<file path="src/rtl/video_pkg.sv">
// Shared definitions for the video capture sink: resolution defaults,
// the packed RGB444 pixel and the sink state encoding.
package video_pkg;

  localparam int H_RES_DEF = 640;
  localparam int V_RES_DEF = 480;

  typedef struct packed {
    logic [3:0] r;
    logic [3:0] g;
    logic [3:0] b;
  } rgb444_t;

  typedef enum logic [1:0] {
    SINK_IDLE    = 2'd0,
    SINK_CAPTURE = 2'd1,
    SINK_DONE    = 2'd2
  } sink_state_t;

endpackage

</file>
<file path="src/rtl/crc16_step.sv">
// One CRC-16-CCITT update (poly 0x1021, MSB first) over a 12-bit RGB444 pixel.
module crc16_step (
  input  logic [15:0] crc_in,
  input  logic [11:0] data_in,
  output logic [15:0] crc_out
);

  always_comb begin
    logic [15:0] c;
    c = crc_in;
    for (int i = 11; i >= 0; i--) begin
      if (c[15] ^ data_in[i]) c = {c[14:0], 1'b0} ^ 16'h1021;
      else                    c = {c[14:0], 1'b0};
    end
    crc_out = c;
  end

endmodule

</file>
<file path="src/rtl/video_sink.sv">
// Captures one frame of a pixel stream into a framebuffer write port.
// Define VIDEO_SINK_CRC_EN to add the per-frame CRC-16 output crc_out.
//
// state        | meaning
// SINK_IDLE    | waiting for a de_in pixel at (0,0)
// SINK_CAPTURE | writing pixels, address counter running
// SINK_DONE    | one cycle after the last pixel; frame_done_out pulses
module video_sink
  import video_pkg::*;
#(
  parameter int H_RES = H_RES_DEF,
  parameter int V_RES = V_RES_DEF
) (
  input  logic        clk_in,
  input  logic        rst_in,
  input  logic [9:0]  sx_in,
  input  logic [9:0]  sy_in,
  input  logic        de_in,
  input  logic [7:0]  r_in,
  input  logic [7:0]  g_in,
  input  logic [7:0]  b_in,
  output logic        fb_we_out,
  output logic [18:0] fb_addr_out,
  output logic [11:0] fb_data_out,
  output logic        frame_done_out,
  output logic        err_out
`ifdef VIDEO_SINK_CRC_EN
  ,
  output logic [15:0] crc_out
`endif
);

  localparam logic [18:0] FRAME_PIX = 19'(H_RES * V_RES);
  localparam logic [9:0]  COL_LAST  = 10'(H_RES - 1);

  sink_state_t state;
  logic [18:0] addr_cnt;
  logic [9:0]  col_cnt;
  logic [9:0]  row_cnt;
  logic        at_origin;
  logic        frame_full;
  logic        capture;
  logic        frame_end;
  rgb444_t     pix;
  logic        unused_lsbs;

  assign at_origin   = (sx_in == 10'd0) && (sy_in == 10'd0);
  assign frame_full  = (addr_cnt == FRAME_PIX);
  assign pix         = '{r: r_in[7:4], g: g_in[7:4], b: b_in[7:4]};
  assign unused_lsbs = ^{r_in[3:0], g_in[3:0], b_in[3:0]};

  // A pixel is taken only at (0,0) from idle, or while the frame still has room.
  assign capture   = de_in && (((state == SINK_IDLE) && at_origin) ||
                               ((state == SINK_CAPTURE) && !frame_full));
  assign frame_end = (state == SINK_CAPTURE) && !de_in && frame_full;

  always_ff @(posedge clk_in) begin
    if (rst_in) begin
      state          <= SINK_IDLE;
      addr_cnt       <= '0;
      col_cnt        <= '0;
      row_cnt        <= '0;
      fb_we_out      <= 1'b0;
      fb_addr_out    <= '0;
      fb_data_out    <= '0;
      frame_done_out <= 1'b0;
      err_out        <= 1'b0;
    end else begin
      fb_we_out      <= capture;
      frame_done_out <= 1'b0;
      if (capture) fb_data_out <= pix;

      if (capture && at_origin) begin
        // fresh frame; arriving here from CAPTURE means the last one was short
        state       <= SINK_CAPTURE;
        err_out     <= (state == SINK_CAPTURE);
        fb_addr_out <= '0;
        addr_cnt    <= 19'd1;
        col_cnt     <= 10'd1;
        row_cnt     <= '0;
      end else begin
        case (state)
          SINK_CAPTURE: begin
            if (capture) begin
              fb_addr_out <= addr_cnt;
              addr_cnt    <= addr_cnt + 19'd1;
              if ((sx_in != col_cnt) || (sy_in != row_cnt)) err_out <= 1'b1;
              if (col_cnt == COL_LAST) begin
                col_cnt <= '0;
                row_cnt <= row_cnt + 10'd1;
              end else begin
                col_cnt <= col_cnt + 10'd1;
              end
            end else if (de_in) begin
              err_out <= 1'b1;
            end else if (frame_end) begin
              state          <= SINK_DONE;
              frame_done_out <= 1'b1;
            end
          end
          SINK_DONE: state <= SINK_IDLE;
          default:   state <= SINK_IDLE;
        endcase
      end
    end
  end

`ifdef VIDEO_SINK_CRC_EN
  logic [15:0] crc_acc;
  logic [15:0] crc_next;

  crc16_step u_crc16_step (
    .crc_in  (at_origin ? 16'hFFFF : crc_acc),
    .data_in (pix),
    .crc_out (crc_next)
  );

  always_ff @(posedge clk_in) begin
    if (rst_in) begin
      crc_acc <= 16'hFFFF;
      crc_out <= 16'hFFFF;
    end else begin
      if (capture)   crc_acc <= crc_next;
      if (frame_end) crc_out <= crc_acc;
    end
  end
`endif

endmodule

</file>
<file path="config.mk">
export PLATFORM = sky130hd
export DESIGN_NAME = video_sink
export DESIGN_NICKNAME = d
export VERILOG_FILES = /design/src/rtl/video_pkg.sv /design/src/rtl/crc16_step.sv /design/src/rtl/video_sink.sv
export SDC_FILE = /design/constraint.sdc
export NUM_CORES = 1
export LEC_CHECK = 0
export CAP_MARGIN = 20
export CORE_UTILIZATION = 40
export CTS_BUF_LIST = sky130_fd_sc_hd__clkbuf_16
export DETAILED_ROUTE_END_ITERATION = 7
export PLACE_DENSITY = 0.69
export SLEW_MARGIN = 20
export SYNTH_ARGS = -nofsm -noshare
export SYNTH_HDL_FRONTEND = slang
export SYNTH_HIERARCHICAL = 1
export SYNTH_SLANG_ARGS = --single-unit
</file>
<file path="constraint.sdc">
create_clock -name clk_in -period 2 [get_ports clk_in]
set_input_delay 0.4 -clock clk_in [delete_from_list [all_inputs] [get_ports clk_in]]
set_output_delay 0.4 -clock clk_in [all_outputs]
set_load 0.02 [all_outputs]
</file>
Word-level counts from Yosys, hierarchy flattened
Index checks and enable logic that the tools add are counted.

word-level totals
  bits in read-only memories = 0
  latch bits = 0
  output and inout bits = 34
  memories kept = 0
  bits in writable memories = 0
  flip-flop bits (word level) = 75
  word-level logic and storage cells = 71

operators by class
  add/subtract/negate cells = 3
  multiplexer cells = 18
  eq/ne operators = 9
  divide/modulo/power cells = 0
  multipliers = 0
  bitwise gates (word level) = 3
  shifts and indexed selects = 0
  reductions and logical operators = 26
  $lt $le $gt $ge = 0

operator list
  kind                                                   number
  adder 10 x 1 -> 10 bit, second input constant          2
  zero test 10 bit                                       2
  inequality test 10 bit                                 2
  adder 19 x 1 -> 19 bit, second input constant          1
  equality test 19 bit, second input constant            1
  two-way mux 1 bit                                      17
  AND reduction 3 bit                                    4
  equality test 10 bit, second input constant            1
  two-way mux 10 bit                                     1
  inequality test 3 x 2 -> 1 bit, second input constant  3
  logical AND 1 bit                                      7
  OR reduction 5 bit                                     1
  AND reduction 2 bit                                    2
  nonzero test 2 bit                                     2
  inequality test 3 x 1 -> 1 bit, second input constant  1
  NOT 1 bit                                              3
  nonzero test 3 bit                                     1
  OR reduction 3 bit                                     1
  equality test 2 x 1 -> 1 bit, second input constant    1
  zero test 1 bit                                        2
  zero test 2 bit                                        1
  logical OR 1 bit                                       2
  OR reduction 2 bit                                     1

Depth between registers and ports, before layout
Gate-level depths: netlist of the first run.

  word-level depth = 8
  depth in mapped cells = 9
  mapped depth without buffers = 7

Worst setup path after synthesis of the first run
No wires, ideal clock.

  kind = reg-to-reg
  from = register addr_cnt[0]
  to = register row_cnt[6]
  stages on the path, launching flop included = 10
  setup time = 0.125 ns
  arrival time = 1.716 ns
  slack = 0.159 ns
  cell sequence = dfxtp_1 -> inv_1 -> ha_1 -> nor4b_2 -> and3_2 -> a311oi_2 -> or2_1 -> buf_4 -> buf_6 -> a21oi_1

between the ends
  longest elaborated chain between the ends = 7
  elaborated cells between the ends (all ways) = 8
  those cells by class = eq/ne (1); reduce/logical (7)

ends and longest elaborated chain
  item                          RTL line          text
  start: declaration            video_sink.sv:37  logic [18:0] addr_cnt;
  start signal: assignment      video_sink.sv:86  addr_cnt <= addr_cnt + 19'd1;
  equality test 19 bit (*)      video_sink.sv:48  assign frame_full = (addr_cnt == FRAME_PIX);
  zero test 1 bit (*)           video_sink.sv:54  ((state == SINK_CAPTURE) && !frame_full));
  logical AND 1 bit (*)         video_sink.sv:54
  logical OR 1 bit (*)          video_sink.sv:53  assign capture = de_in && (((state == SINK_IDLE) && at_origin) ||
  logical AND 1 bit (*)         video_sink.sv:53
  logical AND 1 bit             video_sink.sv:73  if (capture && at_origin) begin
  OR reduction 2 bit (no line)  -
  end signal: assignment        video_sink.sv:90  row_cnt <= row_cnt + 10'd1;
  end: declaration              video_sink.sv:39  logic [9:0] row_cnt;

Mark *: on every way between the ends. The rest lies on a longest branch, timed or not.
A chain may end at the register's enable or synchronous reset.

Worst setup path in the final report of the first run
  from = input port sx_in[4]
  to = register fb_data_out[5]

between the ends
  longest elaborated chain between the ends = 5

ends and longest elaborated chain
  item                    RTL line          text
  start: declaration      video_sink.sv:16  input logic [9:0] sx_in,
  zero test 10 bit        video_sink.sv:47  assign at_origin = (sx_in == 10'd0) && (sy_in == 10'd0);
  logical AND 1 bit       video_sink.sv:47
  logical AND 1 bit       video_sink.sv:53
  logical OR 1 bit        video_sink.sv:53
  logical AND 1 bit       video_sink.sv:53
  end signal: assignment  video_sink.sv:71  if (capture) fb_data_out <= pix;
  end: declaration        video_sink.sv:24  output logic [11:0] fb_data_out,

No other way between the ends.

==> impl_metrics.ini, run 1 <==
[clocking]
htree_levels = 3
clockRootBuffer = clkbuf_16
cts_tree = built
cts_num_sinks = 75
cts_buffer_depth = 2
clk_latency_ns = 0.33
clk_pin_slew_ns = 0.06
ctsHoldBuffers = 0
cts_buffers = 9

[sta]
skew_ns = 0.00611
worst_pin_slew_ns = 0.424
relSlewSlack_pct = 71.5
setup_viol = 0
post-route-period-util_pct = 96.8
fin_crit_ns = 1.94
maxSlewViolCount = 0
setup_ws_ns = 0.0633
fmaxAchievable_mhz = 516
fin_hold_ws_ns = 0.453
rsz0062_at_grt = yes
finalHoldViolCount = 0

[route]
drc = 8
vias = 3453
vias_per_cell = 5.15
ant_nets = 0
wl_per_cell_um = 14.1
first_pass_iters = 6
postRouteWirelength_um = 9450
first_iter_violations = 162

[power]
power.leakage_nw = 2.00
powerDensity_nw_per_um2 = 601
power_w = 0.00328
ir_worst_vdd_mv = 0.517

[synth]
yosysTopAreaCell = dfxtp_1
synth_area_leaders = dfxtp_1 41%, xnor2_1 7.3%, nand2_1 5.8%
synthesis.area_um2 = 3690
synth_fp_nets = 472
synth.distinct_cells = 48
ys.flop_type = dfxtp_1
ys_ff_latch = 75
async_reset_ff_share_pct = 0
seq_area_frac_synth_pct = 40.6
postSynthCellCount = 421
synth_warnings = 6
synth_enable_flop_cells = 0
yosysTopAreaCellShare_pct = 40.6
syn_avg_cell_area_um2 = 8.78

[setup_path]
critPathCaptureType = flop
crit_fanout = 7
cp_data_required_time_ns = 2.25
critPathKind = input pin to flop
cp-start-kind = input pin
arrival_ns = 2.19

[grt]
grt-ovfl-total = 0
antenna_found_initial = 0
grt_usage_pct = 20.7
grt_pass1_vias = 3498
grt_max_degree = 33
grt_pass1_wl_um = 16100

[layout]
area_growth_pct = 47.4
antennaDiodeCount = 0
utilization_pct = 61.6
final_nets = 609
drive_gt1_share_pct = 22.4

[floorplan]
die_height_um = 98.1
start_util_pct = 41.8
die_width_um = 98.1
num_rows = 34
boundaryPins = 81
core_area_um2 = 8850
die_area_um2 = 9630

[run]
maxCapViolCount = 0

[placement]
dp_hpwl_um = 6820
port_buffers = 68
post-place-ws_ns = -0.420
place_congestion = 0.829

[status]
outcome = finished, violations left
failed_checks = DRC

[worst_hold_path]
hold_path.class = flop to flop
sequential cells by signal, summed over array words and instances, names as in the netlist:
register	count
state	2
frame_done_out	1
row_cnt	10
err_out	1
fb_addr_out	19
addr_cnt	19
fb_data_out	12
col_cnt	10
fb_we_out	1
cell usage in the layout, fill, tap and decap left out, types with 7 or more instances in the layout:
master           count
a21oi_1             23
buf_4               71
dlygate4sd2_1       12
a21oi_2              8
nand3_1              8
nand4_1             14
xnor2_1             31
dfxtp_1             75
clkdlybuf4s50_1     51
xor2_1              17
clkbuf_16            9
nand2_1             57
o2111ai_1            8
and3_1               7
nor2_1              43
mux2i_1             12
nand2b_1            26
cells in the mapped netlist (5+ instances only):
library cell  instances
xor2_1               17
nor2_1               43
nand3_1               9
xnor2_1              31
nand2b_1             26
nor3_1                7
clkbuf_1              8
nand4_1              14
mux2i_1              12
dfxtp_1              75
o21ai_0               5
a21oi_2               8
nor4_1                9
buf_6                 6
o2111ai_1             8
and3_1                7
a21oi_1              23
nand2_1              57
critical path, stage by stage:
cell             delay (ns)
clkdlybuf4s50_1        0.44
nor4_2                 0.17
buf_4                  0.16
nand2_1                0.07
or2_4                  0.25
o31ai_4                0.24
buf_6                  0.15
buf_12                 0.12
mux2i_1                0.19
final timing paths:
check / slack (ns) / start / cells after the start / end
worst max-delay path: 0.06 / sx_in[4] / 9 / fb_data_out[5]
worst min-delay path: 0.45 / fb_addr_out[6] / 2 / fb_addr_out[6]
worst max register to register: 0.11 / addr_cnt[0] / 10 / fb_we_out
worst min register to register: 0.45 / fb_addr_out[6] / 2 / fb_addr_out[6]
cell type report:
type                       instances  area, um^2
inverter                           4        15.0
tap                              108         135
clock inverter                     7        70.1
sequential                        75        1500
clock buffer                       9         225
multi-input combinational        320        2120
timing repair buffer             148        1380
fill                             758        3400
repair_timing:
action	CTS	global route
cloned	1	0
endpoints found under the setup margin	29	70
buffers inserted	2	3
hold endpoints to repair	0	0
pin swaps	8	10
resized for setup	21	16
logic make-up after synthesis:
kind of cell | after synthesis | share of synthesized area [%]
fa+ha+maj | 4 | 1.35
mux | 12 | 3.25
simple gates | 199 | 27.9
flops | 75 | 40.6
buf+inv | 26 | 4.40
xor+xnor | 48 | 11.4
compound gates | 57 | 11.0
metrics by stage:
step	cells	instance area [um^2]	setup TNS, ns
CTS	668	5360	0
finish	671	5450	0
detailed placement	649	4980	-23.90
floorplan	421	3690	0
global placement	649	4980	-22.17
global route	671	5450	-0.246
metal layers:
layer	wire length (um)	up-vias	share of wire (%)	global-route usage, %
met2	4450	84	47	35.4
met3	465	15	4.9	3.65
met5	0	-	0	0
li1	-	1726	-	-
met4	161	0	1.7	7.58
met1	4370	1628	46	26.2
report_power, final:
part | leakage, nW | switching (W) | internal (W) | total, W
Sequential | 0.604 | 0.000000000183 | 0.00149 | 0.00149
Combinational | 1.25 | 0.0000782 | 0.000120 | 0.000198
Clock | 0.139 | 0.000623 | 0.000960 | 0.00158
Total | 2.00 | 0.000701 | 0.00257 | 0.00328
No activity file was read; power rests on OpenSTA's default activity.
==> inputs of run 2 (changes only) <==
--- a/config.mk
+++ b/config.mk
@@ -8,8 +8,9 @@
 export CAP_MARGIN = 20
 export CORE_UTILIZATION = 40
 export CTS_BUF_LIST = sky130_fd_sc_hd__clkbuf_16
+export CTS_CLUSTER_SIZE = 40
 export DETAILED_ROUTE_END_ITERATION = 7
-export PLACE_DENSITY = 0.69
+export PLACE_DENSITY = 0.71
 export SLEW_MARGIN = 20
 export SYNTH_ARGS = -nofsm -noshare
 export SYNTH_HDL_FRONTEND = slang
==> constraint.sdc (replaced) <==
create_clock -name clk_in -period 1.7 [get_ports clk_in]
set_input_delay 0.34 -clock clk_in [delete_from_list [all_inputs] [get_ports clk_in]]
set_output_delay 0.34 -clock clk_in [all_outputs]
set_load 0.02 [all_outputs]
==> impl_metrics.ini, run 2 (synthesis gave the netlist of run 1 again) <==
[grt]
antenna_found_initial = 0
grt_pass1_vias = 3699
grt-ovfl-total = 0
grt_usage_pct = 23.5
grt_pass1_wl_um = 17900
grt_max_degree = 33

[sta]
fmaxAchievable_mhz = 505
maxSlewViolCount = 0
setup_viol = 72
post-route-period-util_pct = 116
worst_pin_slew_ns = 0.349
finalHoldViolCount = 0
fin_hold_ws_ns = 0.352
setup_ws_ns = -0.280
skew_ns = 0.00607
rsz0062_at_grt = yes
relSlewSlack_pct = 76.7
fin_crit_ns = 1.98

[clocking]
cts_buffer_depth = 2
cts_num_sinks = 75
clockRootBuffer = clkbuf_16
cts_tree = built
htree_levels = 3
clk_latency_ns = 0.33
ctsHoldBuffers = 0
cts_buffers = 9
clk_pin_slew_ns = 0.06

[route]
vias_per_cell = 5.48
vias = 3807
drc = 8
postRouteWirelength_um = 12500
first_iter_violations = 233
first_pass_iters = 7
wl_per_cell_um = 18.0
ant_nets = 0

[status]
failed_checks = DRC, setup timing
outcome = finished, violations left

[setup_path]
cp_data_required_time_ns = 1.94
critPathKind = flop to flop
path_cells = inv_4 > ha_4 > nor4b_4 > and3_4 > a311oi_4 > or2_4 > buf_12 > a311oi_2
ff2ff_path_depth = 8
critPathSlowestCell = dfxtp_4
crit_fanout = 6
arrival_ns = 2.22
cp-start-kind = flop
max_stage_delay_ns = 0.35
critPathCaptureType = flop

[placement]
dp_hpwl_um = 7030
port_buffers = 68
place_congestion = 0.842
dpl_cell_area_um2 = 5130
post-place-ws_ns = -0.577

[power]
ir_worst_vdd_mv = 0.616
powerDensity_nw_per_um2 = 644
power.leakage_nw = 2.20
power_w = 0.00400

[layout]
final_cell_mix = 83 x buf_4, 71 x dfxtp_1, 48 x clkdlybuf4s50_1, 39 x nand2_1, 30 x xnor2_1
n_fill_cell = 637
drive_gt1_share_pct = 38.3
area_growth_pct = 67.8
antennaDiodeCount = 0
utilization_pct = 70.1
final_common_cell = buf_4
finalInstanceArea_um2 = 6200
final_nets = 633
reg_top3 = addr_cnt (19), fb_addr_out (19), fb_data_out (12)

[worst_hold_path]
holdPathStages = 2
hold_path.class = input pin to flop

[floorplan]
start_util_pct = 41.8
core_area_um2 = 8850
die_height_um = 98.1
boundaryPins = 81
num_rows = 34
die_width_um = 98.1
die_area_um2 = 9630

[run]
maxCapViolCount = 0
run 2: worst paths after layout:
check	endpoint	startpoint	slack, ns
worst max register to register	col_cnt[3]	addr_cnt[0]	-0.28
worst min-delay path	frame_done_out	de_in	0.35
worst max-delay path	col_cnt[3]	addr_cnt[0]	-0.28
worst min register to register	fb_addr_out[1]	fb_addr_out[1]	0.45
run 2: area by class of cell:
type | instances | area [um^2] | area share [%]
inverters | 4 | 17.5 | 0.282
repair buffers | 172 | 1710 | 27.5
clock inverters | 6 | 52.6 | 0.847
clock buffers | 10 | 250 | 4.04
multi-input cells | 320 | 2530 | 40.8
well taps | 108 | 135 | 2.18
flip-flops and latches | 75 | 1510 | 24.3
run 2: power breakdown:
part           total [W]  leakage (nW)  internal (W)    switching, W
registers        0.00176         0.606       0.00176  0.000000000274
clock network    0.00194         0.144       0.00121        0.000730
logic           0.000305          1.45      0.000174        0.000131
run 2: stage by stage:
step	std cells	TNS, ns
CTS	684	-11.89
finish	695	-14.57
floorplan	421	-0.533
global route	695	-18.84
detailed placement	655	-34.08
global placement	655	-30.55
run 2: repair_timing:
action                                  4_1_cts  5_1_grt
pin swaps                                    15       38
cloned                                        5        3
gates resized for setup                      59       78
buffers inserted                              8       12
endpoints found under the setup margin       72       75
run 2: per-layer routing:
layer | wire length, um | GRT usage, % | vias up | share of wire (%)
met5 | 0 | 0 | - | 0
met4 | 476 | 8.86 | 0 | 3.8
met3 | 798 | 5.08 | 41 | 6.4
met2 | 6280 | 41.2 | 160 | 50
met1 | 4930 | 28.1 | 1828 | 40
li1 | - | - | 1778 | -
run 2: critical path: cells and delay by family, from the launching register on:
family | cells | cell delay (ns)
buffers and inverters | 2 | 0.20
adder cells (fa/ha/maj) | 1 | 0.13
AND/OR/NAND/NOR | 3 | 0.83
flip-flops | 1 | 0.35
AO/OA/AOI/OAI | 2 | 0.38
==> inputs of run 3 (changes only) <==
--- a/config.mk
+++ b/config.mk
@@ -8,7 +8,7 @@
 export CAP_MARGIN = 20
 export CORE_UTILIZATION = 40
 export CTS_BUF_LIST = sky130_fd_sc_hd__clkbuf_16
-export CTS_CLUSTER_SIZE = 40
+export CTS_CLUSTER_SIZE = 25
 export DETAILED_ROUTE_END_ITERATION = 7
 export PLACE_DENSITY = 0.71
 export SLEW_MARGIN = 20
==> results of run 3 <==
Same layout as run 2: the final DEF is identical, and so are final timing and power.
==> patch 1: new RTL, settings of run 3 <==
Build with the macro `VIDEO_SINK_CRC_EN` defined.
--- a/src/rtl/video_sink.sv
+++ b/src/rtl/video_sink.sv
@@ -5,6 +5,8 @@
 // SINK_IDLE    | waiting for a de_in pixel at (0,0)
 // SINK_CAPTURE | writing pixels, address counter running
 // SINK_DONE    | one cycle after the last pixel; frame_done_out pulses
+`define VIDEO_SINK_CRC_EN
+
 module video_sink
   import video_pkg::*;
 #(
Formal check against the unedited RTL (old outputs only; new: crc_out): equivalent (Yosys induction, for registers that start in step).
==> patch 1 against run 3 <==
  * The run ends with setup timing left
  * Area after synthesis is 43% higher
  * Register-to-register slack lost 0.05 ns
  * Routed wire length increased by 68%
  * Final area grew 56%
  * Setup slack got worse by 0.15 ns
  * Sequential cell count up 32
  * First-iteration DRC count rose by 57%
  * Combinational power increased by 130%
  * Utilization increased by 5.5 points
  * Total power grew 43%
  * Critical path type is now input port to register
  * Critical endpoint is now crc_acc[14]$_SDFFE_PP1N_
  * Largest cell class unchanged
  * Largest power group is now registers
==> patch 1: results (changes against run 3) <==
Synth Area in Compound Gates 12.1% (+1.0 points); Top Registers addr_cnt (19), fb_addr_out (19); final setup fails 105 (+46%); post-synthesis sequential area ratio 40.4% (-0.19 points); top cells by count, synth 107 x dfxtp_1, 69 x nor2_1, 58 x nand2_1; nets 871 (+38%); clock skew 0.0105 ns (+0.00439 ns); failing checks setup timing; top cells by area, synth dfxtp_1 40%, xor2_1 7.1%, xnor2_1 5.3%, nor2_1 4.9%, a21oi_1 4.6%; fin cells 997 (+43%); first-pass GRT wire length 27.9 mm (+56%); P_leak 3.87 nW (+76%); Port-buffer cells 84 (+24%); Setup WS post-layout -0.428 ns (-0.147 ns); Worst slew margin 58.9% (-18 points); setup TNS -22.61 ns (-8.03 ns); Placer Congestion 0.850 (+1.0%); vias in the first global route 5604 (+52%); all-layer global routing usage 27.0% (+3.5 points); area of placed instances 7240 um2 (+41%); syn_nets 657 (+39%); largest net degree at the start of global routing 35 (+6.1%); Vias/cell 5.60 (+2.2%); Clk Latency, worst-skew pair 0.37 ns (+0.04 ns); DP Wirelength 10.6 mm (+50%); post-synthesis mux area share 3.02% (-0.23 points); status finished with violations; Slowest-stage cell, CP nor4_4; Detailed Route Iter0 Violations 365 (+57%); Worst VDD drop 0.000533 V (-14%); post-placement cell count 934 (+43%); Filler Cell Count 748 (+17%); Post-Synthesis Cells 606 (+44%); synth unique cells 53 (+10%); Placement Setup Slack -1.12 ns (-0.544 ns); Routed WL 20.9 mm (+68%); share of layout cells above drive strength 1 52.8% (+15 points); post-synthesis adder-cell area fraction 0.945% (-0.41 points); CP arrival 2.38 ns (+0.16 ns); post-CTS sizing 245 (+320%); post-CTS setup buffers 32 (+24)
## patch 1: where the power goes
group	leakage [nW]	switching, mW	internal (mW)
sequential	0.866	0.000000628	2.50
clock	0.167	1.04	1.46
combinational	2.83	0.342	0.365
total	3.87	1.38	4.32
## patch 1: logic make-up (layout without fill, tap and decap cells)
group	count (synthesis)	after routing
DFF	107	107
xor gates and xnor gates	85	85
adders and majority gates	4	4
AOI/OAI and AO/OA	102	102
muxes	16	16
buffers and inverters	44	263
and+or+nand+nor	248	248
## patch 1: final timing paths
kind | start | to | cells past startpoint | slack, ns
min reg2reg | fb_data_out[3]$_SDFFE_PP0N_ | fb_data_out[3]$_SDFFE_PP0N_ | 2 | 0.46
max reg2reg | addr_cnt[0]$_SDFFE_PP0P_ | col_cnt[7]$_SDFFE_PP0N_ | 9 | -0.33
max | sx_in[8] | crc_acc[14]$_SDFFE_PP1N_ | 13 | -0.43
min | rst_in | addr_cnt[0]$_SDFFE_PP0P_ | 2 | 0.34
## patch 1: metal layers
metal	up-vias	wire (um)	track usage (%)
met3	100	1240	6.44
li1	2515	-	-
met5	-	0	0
met2	254	10900	51.0
met1	2711	7740	28.2
met4	0	1080	12.6
## patch 1: layout make-up
cell class              instances  area (um2)  share of cell area (%)
clock buffers                   9         225                    2.33
clock inverters                 7         124                    1.28
inverters                       7        28.8                   0.298
multi-input cells             455        4360                    45.2
flip-flops and latches        107        2150                    22.3
well taps                     172         215                    2.23
repair buffers                240        2540                    26.4
## patch 1: worst reg2reg max path, stage by stage, from the launching register on
cell and delay, ns:
dfxtp_4 0.36, inv_4 0.07, ha_4 0.13, and4bb_2 0.29, nand3_4 0.13, buf_6 0.16
o21ai_4 0.34, buf_6 0.17, o31ai_1 0.10, a211oi_2 0.20
==> patch 2: new RTL, settings of run 3 <==
Made on the original files. Compare `col_cnt` against `COL_LAST` with >= in place of ==.
--- a/src/rtl/video_sink.sv
+++ b/src/rtl/video_sink.sv
@@ -85,7 +85,7 @@
               fb_addr_out <= addr_cnt;
               addr_cnt    <= addr_cnt + 19'd1;
               if ((sx_in != col_cnt) || (sy_in != row_cnt)) err_out <= 1'b1;
-              if (col_cnt == COL_LAST) begin
+              if (col_cnt >= COL_LAST) begin
                 col_cnt <= '0;
                 row_cnt <= row_cnt + 10'd1;
               end else begin
Check against the original RTL: same outputs for any inputs over 10 cycles, from zero or initial values and one cycle with rst_in high; that may be too few to reach the edited logic, so the function may still have changed.
==> patch 2 against run 3 <==
  * Final area down 7.2%
  * Setup slack better by 0.085 ns
  * Sequential share of layout area is 1.9 points higher
  * Via count decreased by 3.2%
  * Area after synthesis fell by 0.24%
  * Largest cell class unchanged
  * Routed wire length is 16% lower
  * Total power shrank 8.0%
  * The run still ends with DRC, setup timing left
  * Sequential cell count stayed put
  * Sequential power about the same
==> patch 2: results (changes against run 3) <==
met2 WL 5.39 mm (-14%); clk tree area frac 4.50% (-0.38 points); Hold Path Class register to register; crit-path leading delay family buffers and inverters; fin cells 698 (+0.43%); top cells by area, synth dfxtp_1 41%, xor2_1 9.0%, nand2_1 8.1%, a21oi_1 3.7%, mux2i_1 3.5%; max incr delay on CP 0.32 ns (-0.03 ns); met2 usage 41.0% (-0.22 points); syn_nets 478 (+1.3%); CP endpoint fb_addr_out[9]$_SDFFE_PP0N_; vias in the first global route 3717 (+0.49%); Placement Setup Slack -0.698 ns (-0.121 ns); final setup fails 71 (-1.4%); CP max FO 15 (+9); synth unique cells 51 (+6.3%); failing checks DRC, setup timing; multi-input logic cell count 318 (-0.63%); post-CTS sizing 52 (-12%); Filler Cell Count 751 (+18%); Hold EP fb_addr_out[15]$_SDFFE_PP0N_; post-placement cell count 673 (+2.7%); Slowest-stage cell, CP dfxtp_2; DP Wirelength 7.18 mm (+2.0%); Placer Congestion 0.836 (-0.63%); Signal buf overhead 27.1% (-0.42 points); Buffers excl. clock 171 (-0.58%); Remaining DRCs 7 (-1); status finished with violations; wire per inst 15.0 um (-17%); Inverters 11 (+7); met1 wire length 4.49 mm (-9.0%); post-synthesis sequential area ratio 40.7% (+0.097 points); setup TNS -9.39 ns (+5.19 ns); first-pass GRT wire length 17.4 mm (-2.7%); area of the multi-input gates 2250 um2 (-11%); nets 637 (+0.63%); R2R depth 10 (+2); Setup WS post-layout -0.196 ns (+0.0848 ns); Worst slew margin 73.4% (-3.3 points); share of layout cells above drive strength 1 31.9% (-6.5 points); clock skew 0.00552 ns (-0.000547 ns); CP arrival 2.16 ns (-0.06 ns); all-layer global routing usage 22.5% (-1.0 points)
[patch 2: cell types whose count changed after synthesis, sizes merged, moves of 7 or more]
cell / before / now
nand2b: 26 / 1
nand3: 10 / 17
xnor2: 31 / 3
nor4: 9 / 18
xor2: 17 / 38
nor2: 43 / 26
nand2: 57 / 80
[patch 2: power by group]
group          switching (mW)  total (mW)  internal (mW)
registers         0.000000544        1.76           1.76
clock network           0.717        1.68          0.965
logic                   0.101       0.237          0.136
total                   0.818        3.68           2.86
[patch 2: kinds of logic after synthesis]
group | synth area share, %
AND/OR/NAND/NOR | 24.3
AO/OA/AOI/OAI | 15.4
flip-flops | 40.7
XOR/XNOR | 9.74
buffers and inverters | 4.99
multiplexers | 3.53
adder cells (fa/ha/maj) | 1.36
[patch 2: through the flow]
step                      cell area [um2]  util [%]  hold WS [ns]
after floorplan                      3720         -         0.402
after global placement               5140      58.4         0.443
after detailed placement             5140      58.4         0.447
after CTS                            5640      64.0         0.459
after global routing                 5760      65.4         0.472
final                                5760      65.4         0.456
